[config.mk]
export PLATFORM = sky130hd
export DESIGN_NAME = vx_prefetch_issue
export DESIGN_NICKNAME = d
export VERILOG_FILES = /design/src/rtl/vx_prefetch_issue_pkg.sv /design/src/rtl/vx_prefetch_issue_filter.sv /design/src/rtl/vx_prefetch_issue.sv
export SDC_FILE = /design/constraint.sdc
export NUM_CORES = 1
export LEC_CHECK = 0
export ABC_AREA = 1
export ABC_CLOCK_PERIOD_IN_PS = 19400
export CORE_UTILIZATION = 61
export CTS_BUF_LIST = sky130_fd_sc_hd__clkbuf_4 sky130_fd_sc_hd__clkbuf_8
export DETAILED_ROUTE_END_ITERATION = 8
export GPL_ROUTABILITY_DRIVEN = 1
export PLACE_DENSITY = 0.95
export REMOVE_ABC_BUFFERS = 1
export SYNTH_ARGS = -nofsm -noshare
export SYNTH_HDL_FRONTEND = slang
export SYNTH_SLANG_ARGS = --single-unit
[constraint.sdc]
create_clock -name i_clk -period 19.4 [get_ports i_clk]
set_input_delay 2.91 -clock i_clk [delete_from_list [all_inputs] [get_ports i_clk]]
set_output_delay 2.91 -clock i_clk [all_outputs]
set_load 0.005 [all_outputs]
[src/rtl/vx_prefetch_issue_pkg.sv]
// vx_prefetch_issue_pkg: shared request type, widths and line helper for the prefetch issue stage
`ifndef NW_BITS
`define NW_BITS 4
`endif
package vx_prefetch_issue_pkg;
  localparam int ADDR_W = 32;
  localparam int DROP_W = 16;
  localparam int LINE_SIZE_DEF = 64;
  typedef struct packed {
    logic [`NW_BITS-1:0] wid;
    logic [ADDR_W-1:0]   pc;
    logic [ADDR_W-1:0]   line_addr;
  } pf_req_t;
  typedef enum logic {ST_IDLE, ST_ISSUE} issue_state_t;
  function automatic int line_bits(input int line_size);
    return $clog2(line_size);
  endfunction
  function automatic int line_addr_width(input int line_size);
    return ADDR_W - $clog2(line_size);
  endfunction
endpackage

[src/rtl/vx_prefetch_issue_filter.sv]
// vx_prefetch_issue_filter: flags candidates already queued or recently issued; owns the issued-line history ring.
module vx_prefetch_issue_filter
  import vx_prefetch_issue_pkg::*;
#(
  parameter int QUEUE_SIZE = 4,
  parameter int HIST_SIZE  = 4
) (
  input  logic                                i_clk,
  input  logic                                i_reset,
  input  logic [ADDR_W-1:0]                   i_line,
  input  logic [QUEUE_SIZE-1:0][ADDR_W-1:0]   i_fifo_lines,
  input  logic [QUEUE_SIZE-1:0]               i_fifo_v,
  input  logic                                i_pop,
  input  logic [ADDR_W-1:0]                   i_pop_line,
  output logic                                o_dup
);
  localparam int HW = (HIST_SIZE > 1) ? $clog2(HIST_SIZE) : 1;
  logic [ADDR_W-1:0]    r_hist [HIST_SIZE];
  logic [HIST_SIZE-1:0] r_hist_v;
  logic [HW-1:0]        r_ptr;
  always_comb begin
    o_dup = 1'b0;
    for (int k = 0; k < QUEUE_SIZE; k++) o_dup = o_dup | (i_fifo_v[k] & (i_fifo_lines[k] == i_line));
    for (int k = 0; k < HIST_SIZE; k++) o_dup = o_dup | (r_hist_v[k] & (r_hist[k] == i_line));
  end
  always_ff @(posedge i_clk) begin
    if (i_reset) begin
      r_hist_v <= '0;
      r_ptr    <= '0;
    end else if (i_pop) begin
      r_hist[r_ptr]   <= i_pop_line;
      r_hist_v[r_ptr] <= 1'b1;
      r_ptr           <= (r_ptr == HW'(HIST_SIZE - 1)) ? '0 : r_ptr + HW'(1);
    end
  end
endmodule

[src/rtl/vx_prefetch_issue.sv]
// vx_prefetch_issue: line-aligns prefetch candidates, drops zero/duplicate/overflow ones and queues the rest for the dcache.
// Define PREFETCH_DEDUP_EN to build the duplicate filter and history ring.
module vx_prefetch_issue
  import vx_prefetch_issue_pkg::*;
#(
  parameter int QUEUE_SIZE = 4,
  parameter int LINE_SIZE  = LINE_SIZE_DEF,
  parameter int HIST_SIZE  = 4
) (
  input  logic                         i_clk,
  input  logic                         i_reset,
  input  logic                         i_pf_valid,
  input  logic [`NW_BITS-1:0]          i_pf_wid,
  input  logic [31:0]                  i_pf_pc,
  input  logic [31:0]                  i_pf_addr,
  output logic                         o_dcache_req_valid,
  input  logic                         i_dcache_req_ready,
  output logic [31:0]                  o_dcache_req_addr,
  output logic [`NW_BITS-1:0]          o_dcache_req_wid,
  output logic [31:0]                  o_dcache_req_pc,
  output logic [$clog2(QUEUE_SIZE):0]  o_queue_count,
  output logic [DROP_W-1:0]            o_drop_count
);
  localparam int PW = $clog2(QUEUE_SIZE);
  localparam int LB = line_bits(LINE_SIZE);
  pf_req_t           r_mem [QUEUE_SIZE];
  logic [PW:0]       r_wr, r_rd;
  logic [DROP_W-1:0] r_drop;
  issue_state_t      r_state, w_state_nxt;
  pf_req_t           w_head;
  logic [ADDR_W-1:0] w_line;
  logic [PW:0]       w_count;
  logic              w_full, w_pop, w_push, w_drop, w_dup;
  assign w_line   = i_pf_addr >> LB;
  assign w_head   = r_mem[r_rd[PW-1:0]];
  assign w_count  = r_wr - r_rd;
  assign w_full   = (r_wr ^ r_rd) == {1'b1, {PW{1'b0}}};
  assign w_pop    = o_dcache_req_valid & i_dcache_req_ready;
  assign w_push   = i_pf_valid & (|w_line) & !w_dup & (!w_full | w_pop);
  assign w_drop   = i_pf_valid & (|w_line) & !w_push;
`ifdef PREFETCH_DEDUP_EN
  logic [QUEUE_SIZE-1:0][ADDR_W-1:0] w_fifo_lines;
  logic [QUEUE_SIZE-1:0]             w_fifo_v;
  // An entry is live when its distance from the read pointer is below the occupancy.
  for (genvar i = 0; i < QUEUE_SIZE; i++) begin : g_ent
    assign w_fifo_lines[i] = r_mem[i].line_addr;
    assign w_fifo_v[i]     = {1'b0, PW'(PW'(i) - r_rd[PW-1:0])} < w_count;
  end
  vx_prefetch_issue_filter #(.QUEUE_SIZE(QUEUE_SIZE), .HIST_SIZE(HIST_SIZE)) u_filter (
    .i_clk        (i_clk),
    .i_reset      (i_reset),
    .i_line       (w_line),
    .i_fifo_lines (w_fifo_lines),
    .i_fifo_v     (w_fifo_v),
    .i_pop        (w_pop),
    .i_pop_line   (w_head.line_addr),
    .o_dup        (w_dup)
  );
`else
  assign w_dup = 1'b0;
`endif
  assign o_dcache_req_valid = r_state == ST_ISSUE;
  assign o_dcache_req_addr  = o_dcache_req_valid ? ADDR_W'(w_head.line_addr << LB) : '0;
  assign o_dcache_req_wid   = o_dcache_req_valid ? w_head.wid : '0;
  assign o_dcache_req_pc    = o_dcache_req_valid ? w_head.pc : '0;
  assign o_queue_count      = w_count;
  assign o_drop_count       = r_drop;
  always_comb begin
    w_state_nxt = (r_state == ST_IDLE) ? (w_push ? ST_ISSUE : ST_IDLE)
                : ((w_pop && !w_push && w_count == (PW+1)'(1)) ? ST_IDLE : ST_ISSUE);
  end
  always_ff @(posedge i_clk) begin
    if (i_reset) begin
      r_wr    <= '0;
      r_rd    <= '0;
      r_drop  <= '0;
      r_state <= ST_IDLE;
    end else begin
      r_wr    <= r_wr + (PW+1)'(w_push);
      r_rd    <= r_rd + (PW+1)'(w_pop);
      r_state <= w_state_nxt;
      if (w_drop && r_drop != '1) r_drop <= r_drop + DROP_W'(1);
    end
  end
  always_ff @(posedge i_clk) begin
    if (w_push) r_mem[r_wr[PW-1:0]] <= '{wid: i_pf_wid, pc: i_pf_pc, line_addr: w_line};
  end
endmodule

==> qor.yml <==
status:
  status: "finished, final reports clean"
clocking:
  cts_hold_buf: 0
  clock_path_buffers: 3
  root_buffer: "clkbuf_8"
  clk_pin_slew_ns: 0.06
  cts_resized: 0
  cts_made_buffers: 41
  clock_latency_ns: 0.53
  cts.sinks: 271
  htreeDepth: 2
  post_cts_buffers: 0
  cts_tree: "yes"
sta:
  rsz0062_at_grt: "no"
  finalHoldViolations: 0
  fmax_mhz: 162
  fin_ws_ns: 13.22
  setup_viol: 0
  worst_slew_pin_slew_ns: 1.19
  finalMaxSlewViolations: 0
  finalCriticalPeriod_ns: 6.18
  skew_ns: 0.0116
  slew-limit-headroom_pct: 20.7
  fin_crit_sh_pct: 31.8
  final.setup.tns_ns: 0
global_routing:
  first_global_vias: 7743
  grt_pass1_wl_mm: 38.3
  overflow: 0
  track_usage_pct: 27.1
  grt_max_degree: 125
  antenna_found_initial: 1
routing:
  firstDrtPassIters: 5
  post_drt_wl_per_cell_microns: 18.8
  drtIter0Drc: 686
  route.vias.total: 8001
  ant_nets: 0
  routed_via_density: 5.77
  wl_mm: 26.0
  drc_errors: 0
synthesis:
  yosys_warnings: 0
  synth_top_cell_by_area: "edfxtp_1"
  synth.avg_cell_area_sq_um: 11.5
  syn-cell-area_sq_mm: 0.0112
  ys_seq_elements: 271
  yosysUniqueCellTypes: 28
  synth_cells: 977
  synth_top_area_share_pct: 66.6
  seq_area_frac_synth_pct: 70.7
  synth_area_leaders: "edfxtp_1, nor2_1, dfxtp_1, o21ai_0, a21oi_1"
final_layout:
  area_delta_synth_final_pct: 22.7
  drive_above_1_share_pct: 9.84
  fin_nets: 1206
  diodes: 0
  final_common_cell: "nor2_1"
  final_cell_mix: "nor2_1, edfxtp_1, clkdlybuf4s50_1, o21ai_0, a21oi_1"
flow_run:
  drv_cap: 0
place:
  hpwl_mm: 14.4
  pre_cts_ws_ns: 13.49
  port-buffer-count: 147
  place.gp.congestion: 0.899
setup_path:
  crit_start: "r_rd[0]"
  required_ns: 16.49
  path_max_fanout: 82
  cp-start-kind: "flip-flop"
  critPathCaptureType: "primary output"
  reg2reg_from: "r_rd[1]"
  critical_path_class: "reg -> out"
  cp.arrival_ns: 3.27
die:
  io_pins: 160
  dieArea_sq_mm: 0.0189
  die_w_microns: 137
  die_y_microns: 137
  floorplan.initialDensity_pct: 62.3
  row_count: 49
  coreArea_sq_mm: 0.0180
pwr:
  irDropWorstVdd_mv: 0.0645
  fin_total_pwr_mw: 1.31
  p_leak_nw: 4.70
  p_per_area_mw_per_mm2: 95.2
worst_hold_path:
  worstHoldPathType: "reg -> reg"
  min_from: "o_drop_count[1]"
==> routing by layer <==
layer	routed length, microns	vias up	global-route usage [%]	part of all wire, %
met5	9	-	0	0.035
met4	685	2	12.1	2.6
met3	2540	64	6.51	9.7
met2	13200	443	47.9	51
li1	-	3708	-	-
met1	9600	3784	31.2	37
==> logic make-up after synthesis <==
| logic type | after synthesis | synth area share, % |
|---|---|---|
| buf+inv | 88 | 3.37 |
| xor+xnor | 10 | 0.783 |
| simple gates | 395 | 14.7 |
| flops | 271 | 70.7 |
| compound gates | 204 | 9.46 |
| other cells | 1 | 0.0335 |
| fa+ha+maj | 8 | 0.962 |
==> path summary, 6_finish.rpt <==
kind,end,slack [ns],cells past startpoint
max,o_dcache_req_pc[21],13.22,6
min,o_drop_count[1],0.53,2
max reg2reg,r_mem[0][49],16.32,8
min reg2reg,o_drop_count[1],0.53,2
==> final cells by class <==
class / count / area, sq um
clock buffer: 56 / 689
clock inverter: 19 / 220
fill: 992 / 4230
inverter: 29 / 110
multi-input combinational: 623 / 2940
sequential: 271 / 7910
tap: 229 / 287
timing repair buffer: 160 / 1570
==> synth_stat cells <==
library cell,number
edfxtp_1,248
nand4_4,2
nand4_1,22
o2111ai_1,1
inv_2,4
nor3_1,4
buf_2,10
xor2_1,6
buf_4,6
buf_8,1
a21oi_1,68
nor2_4,2
nor2_1,293
nand2_2,10
nand2_1,49
a21oi_2,9
dfxtp_1,23
buf_1,1
conb_1,1
o21ai_1,39
xnor2_1,4
o21ai_0,87
nor3_4,1
inv_1,25
ha_1,7
clkbuf_1,41
nand3_1,12
fa_1,1
==> state kept, by name, indices dropped and copies added (netlist names) <==
| name | cells |
|---|---|
| r_mem | 248 |
| o_drop_count | 16 |
| r_rd | 3 |
| r_wr | 3 |
| o_dcache_req_valid | 1 |
==> worst max-delay path: stages, from the launching register on <==
cell,delay (ns)
dfxtp_4,0.68
buf_4,0.79
nor2_1,0.11
nor2_1,0.16
o21ai_0,0.21
a21oi_1,0.23
clkdlybuf4s50_1,0.52
==> stage by stage <==
stage,hold WS [ns],instances,utilization [%],cell area [sq um]
after global routing,0.560,1387,76.4,13700
final,0.533,1387,76.4,13700
after detailed placement,0.521,1312,71.4,12800
after CTS,0.533,1387,76.4,13700
after floorplan,0.490,923,-,10900
after global placement,0.513,1312,71.4,12800
==> where the power goes <==
group / internal [mW] / switching (mW)
clock network: 0.298 / 0.211
registers: 0.666 / 0.00931
logic: 0.0507 / 0.0720
Note: power is estimated with default switching activity, not from simulation.
